<file path="config.mk">
export PLATFORM = sky130hd
export DESIGN_NAME = mem_access_unit
export DESIGN_NICKNAME = d
export VERILOG_FILES = /design/src/rtl/mem_pkg.sv /design/src/rtl/lsu_load_align.sv /design/src/rtl/mem_access_unit.sv
export SDC_FILE = /design/constraint.sdc
export NUM_CORES = 1
export LEC_CHECK = 0
export ABC_AREA = 1
export CORE_ASPECT_RATIO = 0.6
export CORE_MARGIN = 2
export CORE_UTILIZATION = 30
export CTS_CLUSTER_SIZE = 10
export DETAILED_ROUTE_END_ITERATION = 6
export PLACE_DENSITY = 0.66
export SYNTH_ARGS = -nofsm -noshare
export SYNTH_HDL_FRONTEND = slang
export SYNTH_SLANG_ARGS = --single-unit
</file>
<file path="constraint.sdc">
create_clock -name clk -period 2.1 [get_ports clk]
set_clock_uncertainty 0.05 [all_clocks]
set_input_delay 0.42 -clock clk [delete_from_list [all_inputs] [get_ports clk]]
set_output_delay 0.42 -clock clk [all_outputs]
set_load 0.02 [all_outputs]
</file>
<file path="src/rtl/mem_pkg.sv">
// Shared types and constants for the RV32I load/store unit and its load aligner.
package mem_pkg;

  typedef enum logic [2:0] {
    F3_B  = 3'b000,
    F3_H  = 3'b001,
    F3_W  = 3'b010,
    F3_BU = 3'b100,
    F3_HU = 3'b101
  } funct3_e;

  typedef enum logic [1:0] {
    ST_IDLE    = 2'd0,
    ST_ACCESS  = 2'd1,
    ST_CAPTURE = 2'd2,
    ST_RESP    = 2'd3
  } state_e;

  localparam logic [3:0] LANE_NONE = 4'b0000;
  localparam logic [3:0] LANE_B    = 4'b0001;
  localparam logic [3:0] LANE_H    = 4'b0011;
  localparam logic [3:0] LANE_W    = 4'b1111;

  // Illegal width codes and misaligned halfword/word addresses both report an error.
  function automatic logic access_err(input logic we, input logic [2:0] funct3,
                                      input logic [1:0] addr_lo);
    logic illegal;
    logic misaligned;
    if (we) illegal = (funct3 > F3_W);
    else    illegal = (funct3 == 3'b011) || (funct3 == 3'b110) || (funct3 == 3'b111);
    misaligned = ((funct3[1:0] == 2'b01) && addr_lo[0]) ||
                 ((funct3[1:0] == 2'b10) && (addr_lo != 2'b00));
    return illegal || misaligned;
  endfunction

endpackage

</file>
<file path="src/rtl/lsu_load_align.sv">
// Combinational load formatter: picks the addressed byte/half of a DRAM word and extends it.
module lsu_load_align
  import mem_pkg::*;
(
  input  logic [31:0] spo,
  input  logic [1:0]  addr_lo,
  input  logic [2:0]  funct3,
  output logic [31:0] rdata
);

  logic [31:0] shifted;
  logic [7:0]  byte_sel;
  logic [15:0] half_sel;

  always_comb begin
    shifted  = spo >> {addr_lo, 3'b000};
    byte_sel = shifted[7:0];
    half_sel = addr_lo[1] ? spo[31:16] : spo[15:0];
    rdata    = 32'h0;
    case (funct3)
      F3_B:    rdata = {{24{byte_sel[7]}}, byte_sel};
      F3_BU:   rdata = {24'h0, byte_sel};
      F3_H:    rdata = {{16{half_sel[15]}}, half_sel};
      F3_HU:   rdata = {16'h0, half_sel};
      F3_W:    rdata = spo;
      default: rdata = 32'h0;
    endcase
  end

endmodule

</file>
<file path="src/rtl/mem_access_unit.sv">
// Single-outstanding RV32I load/store unit in front of a registered-read DRAM.
// Handshakes: a transfer happens on a rising edge where valid && ready; the
// response side holds valid and payload stable until the consumer's ready.
module mem_access_unit
  import mem_pkg::*;
#(
  parameter int ADDR_WIDTH = 16
) (
  input  logic                  clk,
  input  logic                  rst_n,
  input  logic                  req_valid,
  output logic                  req_ready,
  input  logic                  req_we,
  input  logic [31:0]           req_addr,
  input  logic [31:0]           req_wdata,
  input  logic [2:0]            req_funct3,
  output logic                  rsp_valid,
  input  logic                  rsp_ready,
  output logic [31:0]           rsp_rdata,
  output logic                  rsp_err,
  output logic [ADDR_WIDTH-1:0] dram_a,
  output logic [3:0]            dram_we,
  output logic [31:0]           dram_din,
  input  logic [31:0]           dram_spo,
  output logic [1:0]            dbg_state
);

  state_e                state_q, state_d;
  logic [ADDR_WIDTH+1:0] addr_q, addr_d;
  logic [31:0]           wdata_q, wdata_d;
  logic [2:0]            funct3_q, funct3_d;
  logic                  we_q, we_d;
  logic [31:0]           rdata_q, rdata_d;
  logic                  err_q, err_d;

  logic [31:0] load_rdata;
  logic [3:0]  lane_mask;
  logic [31:0] lane_data;
  logic        unused_addr_hi;

  // Bits above the DRAM window are architecturally ignored.
  assign unused_addr_hi = ^req_addr[31:ADDR_WIDTH+2];

  lsu_load_align u_align (
    .spo     (dram_spo),
    .addr_lo (addr_q[1:0]),
    .funct3  (funct3_q),
    .rdata   (load_rdata)
  );

  always_comb begin
    lane_mask = LANE_NONE;
    lane_data = 32'h0;
    case (funct3_q[1:0])
      2'b00: begin
        lane_mask = LANE_B << addr_q[1:0];
        lane_data = {4{wdata_q[7:0]}};
      end
      2'b01: begin
        lane_mask = LANE_H << addr_q[1:0];
        lane_data = {2{wdata_q[15:0]}};
      end
      2'b10: begin
        lane_mask = LANE_W;
        lane_data = wdata_q;
      end
      default: begin
        lane_mask = LANE_NONE;
        lane_data = 32'h0;
      end
    endcase
  end

  always_comb begin
    state_d  = state_q;
    addr_d   = addr_q;
    wdata_d  = wdata_q;
    funct3_d = funct3_q;
    we_d     = we_q;
    rdata_d  = rdata_q;
    err_d    = err_q;
    case (state_q)
      ST_IDLE: begin
        if (req_valid) begin
          addr_d   = req_addr[ADDR_WIDTH+1:0];
          wdata_d  = req_wdata;
          funct3_d = req_funct3;
          we_d     = req_we;
          rdata_d  = 32'h0;
          err_d    = access_err(req_we, req_funct3, req_addr[1:0]);
          state_d  = err_d ? ST_RESP : ST_ACCESS;
        end
      end
      ST_ACCESS:  state_d = we_q ? ST_RESP : ST_CAPTURE;
      ST_CAPTURE: begin
        rdata_d = load_rdata;
        state_d = ST_RESP;
      end
      ST_RESP:    if (rsp_ready) state_d = ST_IDLE;
      default:    state_d = ST_IDLE;
    endcase
  end

  always_ff @(posedge clk) begin
    if (!rst_n) begin
      state_q  <= ST_IDLE;
      addr_q   <= '0;
      wdata_q  <= 32'h0;
      funct3_q <= 3'b000;
      we_q     <= 1'b0;
      rdata_q  <= 32'h0;
      err_q    <= 1'b0;
    end else begin
      state_q  <= state_d;
      addr_q   <= addr_d;
      wdata_q  <= wdata_d;
      funct3_q <= funct3_d;
      we_q     <= we_d;
      rdata_q  <= rdata_d;
      err_q    <= err_d;
    end
  end

  // Outputs are gated by rst_n so an asserted reset takes effect within the same cycle.
  logic store_access;
  assign store_access = rst_n && (state_q == ST_ACCESS) && we_q;

  assign req_ready = rst_n && (state_q == ST_IDLE);
  assign rsp_valid = rst_n && (state_q == ST_RESP);
  assign rsp_rdata = rst_n ? rdata_q : 32'h0;
  assign rsp_err   = rst_n && err_q;
  assign dram_a    = rst_n ? addr_q[ADDR_WIDTH+1:2] : '0;
  assign dram_we   = store_access ? lane_mask : LANE_NONE;
  assign dram_din  = store_access ? lane_data : 32'h0;
  assign dbg_state = state_q;

endmodule

</file>
# [Word level (Yosys, flattened, before mapping)]
# Cells that the tools add are included.
[totals] register_bits=89 output_inout_bits=89
[classes] order_cmp=1 eq_ne=16 n_shift=3 mux=18 reduce_logical=19
[ops] op="$pmux 32 s5" n=1
[ops] op="$mux 32" n=3
[ops] op="$pmux 32 s3" n=1
[ops] op="$pmux 32 s2" n=1
[ops] op="$mux 16" n=2
[ops] op="$shr 32x5->8" n=1
[ops] op="$eq 3x3->1 const B" n=4
[ops] op="$pmux 4 s3" n=1
[ops] op="$eq 2x2->1 const B" n=4
[ops] op="$pmux 2 s4" n=1
[ops] op="$logic_and 1x1->1" n=7
[ops] op="$eq 2x1->1 const B" n=3
[ops] op="$eq 3x2->1 const B" n=2
[ops] op="$mux 2" n=3
[ops] op="$reduce_and 2->1" n=3
[ops] op="$logic_not 2->1" n=2
[ops] op="$logic_or 1x1->1" n=4
[ops] op="$mux 1" n=4
[ops] op="$mux 4" n=1
[ops] op="$ne 2x2->1 const B" n=2
[ops] op="$reduce_bool 2->1" n=2
[ops] op="$shl 1x2->4 const A" n=1
[ops] op="$shl 2x2->4 const A" n=1
[ops] op="$eq 3x1->1 const B" n=1
[ops] op="2 further kinds" n=2

# [Depth between registers and ports, before layout]
[logic_depth] ltp_word=10 mapped_depth=10 depth_no_buf=10

# [Cells and area by module]
# From an unflattened synthesis, not the netlist that was laid out.
[unflattened] cells_unflattened=836 hier_area_um2=5082.4
[modules_own_cells] mod="mem_access_unit" instances=1 cells_per_inst=620 area_each_um2=4155.2 seq_area_each_um2=1781.7
[modules_own_cells] mod="lsu_load_align" instances=1 cells_per_inst=216 area_each_um2=927.1 seq_area_each_um2=0.0

# [Worst setup path after synthesis]
# No wires, ideal clock.
[synth_path] kind="register to output" startpoint="register state_q[0] (netlist: dbg_state[0])" endpoint="output dram_din[16]" arrival_ns=1.533 setup_slack_ns=0.097 stages_incl_launch_ff=6 n_path_buf=0 cell_sequence="dfxtp_1 -> ha_1 -> nand2_1 -> nor2_8 -> clkinv_1 -> a21oi_1"
[synth_between] elab_chain_cells=4
[synth_rtl] item="start, declared" line_no="mem_access_unit.sv:28" rtl="state_e state_q, state_d;"
[synth_rtl] item="start signal, assigned" line_no="mem_access_unit.sv:114" rtl="state_q <= state_d;"
[synth_rtl] item="$eq 2x1->1" line_no="mem_access_unit.sv:126" rtl="assign store_access = rst_n && (state_q == ST_ACCESS) && we_q;"
[synth_rtl] item="$logic_and 1x1->1 (2 in series)" line_no="mem_access_unit.sv:126"
[synth_rtl] item="$mux 32" line_no="mem_access_unit.sv:134" rtl="assign dram_din = store_access ? lane_data : 32'h0;"
[synth_rtl] item="end, declared" line_no="mem_access_unit.sv:23" rtl="output logic [31:0] dram_din,"
# Every way passes these cells.

# [Worst setup path in the final report]
[layout_path] startpoint="register funct3_q[1]" endpoint="output dram_din[18]"
[layout_between] elab_chain_cells=3 elab_cells_between_ends=5
[layout_rtl] item="start, declared" line_no="mem_access_unit.sv:31" rtl="logic [2:0] funct3_q, funct3_d;"
[layout_rtl] item="start signal, assigned" line_no="mem_access_unit.sv:117" rtl="funct3_q <= funct3_d;"
[layout_rtl] item="$eq 2x2->1 (tied with other cells)" line_no="mem_access_unit.sv:54" rtl="case (funct3_q[1:0])"
[layout_rtl] item="$pmux 32 s3 *" line_no="mem_access_unit.sv:54"
[layout_rtl] item="$mux 32 *" line_no="mem_access_unit.sv:134"
# Every way passes the cells marked *; elsewhere a longest branch is shown, timed or not.

==> run summary <==
status = finished with violations
failing checks = negative setup slack
CP Class = reg2out
final number of max-transition violations = 0
share of layout cells above drive strength 1 = 20.5%
final hold vios = 0
drt drc = 0
Worst R2R Start = dbg_state[1]
area share of the largest cell type after synthesis = 36.3%
Worst EP required = 1.63 ns
Final Cycle Share = 103%
CTS root buf = clkbuf_16
reg2reg path depth = 12
number of diodes = 0
WHS = 0.331 ns
Placed Cells = 1,202
detailed-route wire length = 17.4 mm
fmax = 0.462 GHz
syn_nets = 909
total congestion overflow = 0
Vias/cell = 4.53
Non-Filler Instances = 1,231
clock-pin slew on the worst setup and hold paths = 0.07 ns
CTS tree = done
slowest stage delay, CP = 0.33 ns
Post-layout nets = 1,125
ys async rst share = 0%
Synth warnings = 0
hold_sp = rst_n
PortBufs = 178
clock sinks = 89
P per Cell Area = 993 nW/um^2
starting density of the core = 30.5%
Hold Path Sink = dbg_state[0]
Final Cell Area = 7910 sq um
CP Launch Type = register
Post-Syn Instances = 801
Syn-to-layout area delta = 61.0%
DR iter-0 viols = 352
Overall Power = 7.86 mW
critical path peak fanout = 4
ys flop type = dfxtp_1
# IOs = 193
final setup fails = 12
worst path cell trace = inv_2, buf_6, nor2_4, clkbuf_16, nand2_1, a21oi_1, clkdlybuf4s15_2
Min-Delay Path Depth = 3
Clock Path Buffers = 2
Cell Rows = 36
total track usage = 19.6%
routability cong. = 0.888
R2R Path End = rdata_q[27]
DR WL/cell = 14.1 um
#FFs+latches synth = 89
Critical Path Sink Type = output pin
number of global-route vias before repair = 4,958
worst vdd ir = 0.000468 V
slowest CP cell = dfxtp_2
antenna violations before repair = 0
Critical Path AT = 1.69 ns
final worst slack = -0.0638 ns
RSZ-0062 raised after global routing = true
DIE HEIGHT = 103 um
total CTS buffers = 9
min cycle time layout = 2.16 ns
post-synthesis sequential area ratio = 36.3%
first-pass GRT wire length = 26.6 mm
pin count of the biggest net entering global routing = 48
top cell family by delay on the critical path = buffers and inverters
worst slew pin tran = 0.533 ns
worst relative slew slack = 64.3%
Hold WC Path Type = in2reg
worst-skew pair later-pin latency = 0.34 ns
area post-placement = 7200 sq um
Unique masters post-synth = 27
core area = 16,100 sq um
syn avg cell area = 6.13 sq um
post-synth top area cell = dfxtp_1
flop2flop setup slack = 0.15 ns
dominant cells by area after synthesis = dfxtp_1 36%, nand2_1 23%, inv_1 7.4%, nor2_1 7.3%, o21ai_0 6.5%
Routed Antenna Nets = 0
worst path bufs/invs = 4
Leak = 4.51 nW
top-count cell post-synth = nand2_1
die area = 17,500 sq um
Post-synth top cells = 298 x nand2_1, 97 x inv_1, 95 x nor2_1, 89 x dfxtp_1, 64 x o21ai_0
Synth Cell Area = 4910 sq um
vias = 5,573
H-tree depth = 3
number of enable flip-flop cells after synthesis = 0
HPWL Detailed = 12.9 mm
Die W = 169 um
max cap viols = 0
1st-pass router iterations = 5
==> state kept, by name, summed over array words and instances, names as in the netlist <==
signal	count
we_q	1
err_q	1
addr_q	18
dbg_state	2
funct3_q	3
wdata_q	32
rdata_q	32
==> worst max path at each step <==
stage,from,endpoint,slack (ns),cells after the start
4_1_cts,dbg_state[1],dram_din[12],-0.09,11
2_1_floorplan,dbg_state[0],dram_din[16],0.1,5
6_report,funct3_q[1],dram_din[18],-0.06,7
5_1_grt,dbg_state[1],dram_din[12],-0.15,11
3_5_place_dp,dbg_state[1],dram_din[17],-0.22,7
3_3_place_gp,dbg_state[1],dram_din[16],-0.17,7
==> final cells by class <==
cell class / instances / area [sq um]
Clock buffer: 10 / 239
Clock inverter: 6 / 65.1
Fill cell: 1620 / 8210
Inverter: 106 / 409
Multi-Input combinational cell: 563 / 2630
Sequential cell: 89 / 1790
Tap cell: 209 / 262
Timing Repair Buffer: 248 / 2520
==> cell families (layout without fill, tap and decap cells) <==
family,count (synthesis),in the layout,share of synthesized area (%)
buffers and inverters,149,370,13.3
adder cells (fa/ha/maj),4,4,1.02
flip-flops,89,89,36.3
AO/OA/AOI/OAI,118,118,13.0
AND/OR/NAND/NOR,441,441,36.5
==> worst min-delay path, cell delays in order <==
cell	delay [ns]
buf_4	0.10
inv_2	0.06
a21oi_1	0.10
==> report_power, final <==
group          leakage, nW  switching (mW)  internal, mW
clock network        0.149           0.700         0.960
logic                 3.63            2.23          1.56
registers            0.732           0.262          2.15
total                 4.51            3.19          4.67
==> metal layers <==
layer,vias to the layer above,wire (um),global-route usage (%)
li1,2873,-,-
met1,2519,9190,29.4
met2,170,6570,26.5
met3,11,1450,6.45
met4,0,155,4.34
met5,-,0,0
==> placed cells by master (no fill, tap or decap), types with 2 or more instances in the layout <==
master	n
dlymetal6s2s_1	23
clkdlybuf4s15_2	6
nand3_1	29
inv_4	2
a21oi_1	33
buf_4	74
or2_2	7
inv_1	81
a21oi_2	5
buf_12	9
inv_2	21
ha_1	2
clkdlybuf4s50_1	103
dfxtp_2	3
nand2_1	277
inv_6	3
clkbuf_16	11
ha_4	2
nand2_2	10
o21ai_0	64
clkinv_2	3
nand2_4	13
nor2_4	2
nor2_2	3
buf_6	26
dlygate4sd2_1	3
nor2_1	95
dfxtp_1	86
o211ai_1	14
==> what timing repair did <==
item,in CTS,in global routing
cloned,1,2
setup endpoints to repair,40,61
setup buffers,3,7
resized for setup,166,123
hold buffers,0,0
pin swaps,1,12
==> through the flow <==
| stage | util, % | setup TNS (ns) | worst slack, ns |
|---|---|---|---|
| 5_1_grt | 49.1 | -2.45 | -0.151 |
| 6_report | 49.1 | -0.443 | -0.0638 |
| 3_5_place_dp | 44.7 | -4.94 | -0.217 |
| 4_1_cts | 46.9 | -0.894 | -0.0898 |
| 3_3_place_gp | 44.7 | -4.49 | -0.173 |
| 2_1_floorplan | - | 0 | 0.0975 |
(Power assumes the default switching activity.)
==> RTL edit: new RTL, same settings <==
The parameter `ADDR_WIDTH` goes from 16 to 15.
--- a/src/rtl/mem_access_unit.sv
+++ b/src/rtl/mem_access_unit.sv
@@ -4,7 +4,7 @@
 module mem_access_unit
   import mem_pkg::*;
 #(
-  parameter int ADDR_WIDTH = 16
+  parameter int ADDR_WIDTH = 15
 ) (
   input  logic                  clk,
   input  logic                  rst_n,
Ports: changed (resized dram_a); port bits go from 193 to 192. The function was not compared with the original's and may differ.
==> RTL edit against the original RTL <==
  * The flow still finishes with violations (setup timing)
  * Sequential cell count down 1
  * Synthesized cell count grew 5.1%
  * Synthesized area is 0.46% lower
  * Combinational power fell by 2%
  * Global-route usage down 0.16 points
  * Worst setup slack gained 32 ps
  * Die area shrank 0.44%
  * Routed wire length shrank 2.6%
  * Hold slack got worse by 12 ps
  * Total power fell by 0.76%
  * Design area shrank 1.1%
  * Critical path type unchanged
  * Highest routed layer unchanged
==> RTL edit: results (changes against the original RTL) <==
- Vias in the first global route: 5,096 (+2.8%)
- The worst supply voltage drop on vdd was 0.0005096 V (+8.9%).
- Most common library cells after synthesis: sky130_fd_sc_hd__nand2_1 (361), sky130_fd_sc_hd__inv_1 (110), sky130_fd_sc_hd__nor2_1 (98), sky130_fd_sc_hd__dfxtp_1 (88), sky130_fd_sc_hd__o21ai_0 (65)
* Setup slack after placement: -195.8 ps (+21.38 ps)
- Hold/Removal Path Class: input pin to flip-flop
- The tree is rooted in a sky130_fd_sc_hd__clkbuf_16.
* Share of the synthesized area in compound gates (AO/OA/AOI/OAI): 11.51% (-1.4 points)
* Number of buffers added on ports: 176 (-1.1%)
- Xor and xnor area share after synthesis: 0% (unchanged)
- The setup violation total in the final timing report was 14 (+2).
- The residual antenna-violating net count after detailed routing came to 0 (unchanged).
- Result of the run: complete, but fails checks
- Violations in the final reports: setup timing
* Initial antenna violation count: 0 (unchanged)
* Initial detailed-routing violation count: 462 (+31%)
- The clock latency of the later-clocked register in the worst-skew pair is 340 ps (about the same).
- The total CTS buffers came to 9 (unchanged).
- Post-synthesis sequential area ratio: 36.02% (-0.24 points)
* Initial DRT Pass Iterations: 5 (unchanged)
- The total vias in the final route came to 5,644 (+1.3%).
- Category of the worst setup path launch point: flip-flop
- Net count after synthesis: 950 (+4.5%)
- The fraction of layout cells with a size suffix above 1 was 18.81% (-1.7 points).
- Final estimated routing congestion in global placement: 0.8611 (-3.0%)
- Hpwl dp: 12,220 um (-5.1%)
- The fraction of synthesized area in multiplexers is 0% (unchanged).
- Dpl cell area: 7228 um2 (+0.36%)
- The total track usage is 19.40% (-0.16 points).
- The transition time at the pin with the least slew margin came to 693.1 ps (+159.9 ps).
- The leakage dissipation came to 4.226 nW (-6.3%).
* Wire length of the first global-routing pass: 26,500 um (-0.18%)
- The largest registers in the layout are rdata_q (32), wdata_q (32), addr_q (17).
- The number of distinct library cells after synthesis came to 22 (-19%).
* Wire length per cell: 13.34 um (-5.4%)
* Pin count of the biggest net entering global routing: 54 (+13%)
- By area the synthesized netlist is led by sky130_fd_sc_hd__dfxtp_1 (36%), sky130_fd_sc_hd__nand2_1 (28%), sky130_fd_sc_hd__inv_1 (8.4%).
* Setup slack, reg-to-reg: ~140 ps
- The post-route worst hold slack was 319.3 ps (-12.00 ps).
- The clock edge transition at the registers on the reported setup and hold paths came to 70 ps (about the same).
- The maximum count of clock buffers along a single path is 2 (unchanged).
* Max Fanout on Critical Path: 8 (+4)
- The final worst-path setup slack came to -31.78 ps (+32.03 ps).
- The H-tree depth came to 3 (unchanged).
- Adder and majority cell fraction of the synthesized area: 1.023% (+0.0047 points)
- Final net count: 1,161 (+3.2%)
- For this run, the leading register cell type out of synthesis is sky130_fd_sc_hd__dfxtp_1.
* CP peak stage delay: 330 ps (about the same)
- Async set-or-reset flop fraction in the synthesized netlist: 0% (unchanged)
- Number of diodes added for antenna fixing: 0 (unchanged)
- Master of the slowest instance on the critical path: sky130_fd_sc_hd__dfxtp_2
- The Yosys warning count is 0 (unchanged).
RTL edit: cell types whose count changed after synthesis, moves of 2 or more:
cell | before | now
sky130_fd_sc_hd__o211ai_1 | 14 | 7
sky130_fd_sc_hd__or2_2 | 7 | 1
sky130_fd_sc_hd__inv_2 | 8 | 6
sky130_fd_sc_hd__buf_4 | 5 | 7
sky130_fd_sc_hd__a21oi_2 | 2 | 0
sky130_fd_sc_hd__buf_6 | 9 | 2
sky130_fd_sc_hd__nor2_1 | 95 | 98
sky130_fd_sc_hd__clkbuf_1 | 19 | 17
sky130_fd_sc_hd__inv_1 | 97 | 110
sky130_fd_sc_hd__buf_2 | 6 | 14
sky130_fd_sc_hd__nand2_2 | 0 | 4
sky130_fd_sc_hd__nand2_1 | 298 | 361
sky130_fd_sc_hd__nand3_1 | 30 | 12
sky130_fd_sc_hd__nor2_2 | 3 | 0
RTL edit: area by class of cell:
cell class	instances	area, um2
Sequential cell	88	1765
Fill cell	1675	8253
Multi-Input combinational cell	593	2681
Clock buffer	10	239.0
Timing Repair Buffer	243	2362
Clock inverter	6	65.06
Tap cell	209	261.5
Inverter	118	452.9
RTL edit: critical path: cells and delay by family (launching register included):
kind	cells	cell delay, ps
adder cells (fa/ha/maj)	1	130
AND/OR/NAND/NOR	2	190
AO/OA/AOI/OAI	1	110
flip-flops	1	330
buffers and inverters	5	550
RTL edit: where the power goes:
part / internal (mW) / switching, mW / leakage (nW)
clock: 0.961 / 0.722 / 0.149
sequential: 2.11 / 0.271 / 0.723
combinational: 1.51 / 2.22 / 3.35
total: 4.58 / 3.22 / 4.23
RTL edit: routing by layer:
metal / up-vias / global-route usage (%) / part of all wire, %
met5: - / 0 / 0
met4: 0 / 3.647 / 0.91
met3: 15 / 5.221 / 7.7
met2: 196 / 26.86 / 39
met1: 2498 / 29.73 / 52
li1: 2935 / - / -
RTL edit: final timing paths:
check                                  start      endpoint  cells past startpoint
worst min register to register   wdata_q[14]   wdata_q[14]                      2
worst max register to register  dbg_state[1]   rdata_q[28]                     12
worst min-delay path                   rst_n  dbg_state[0]                      3
worst max-delay path            dbg_state[1]  dram_din[18]                      9
RTL edit: cell families (layout without fill, tap and decap cells):
logic type	count (synthesis)	after routing
compound gates	109	109
fa+ha+maj	4	4
buf+inv	161	377
flops	88	88
simple gates	480	480
RTL edit: timing repair:
action,in CTS,in global routing
pin swaps,5,3
buffers inserted,8,2
gates resized for setup,251,43
gates cloned,1,0
hold buffers,0,0
endpoints found under the setup margin,44,58
RTL edit: per-stage QoR:
step,power [mW],setup TNS (ps),std cells,utilization [%]
after floorplan,4.495,0,842,-
after global placement,5.898,-4334,1245,44.95
after detailed placement,5.933,-5534,1245,44.95
after CTS,7.786,-1896,1269,48.45
after global routing,8.407,-2739,1267,48.68
final,7.799,-132.7,1267,48.68
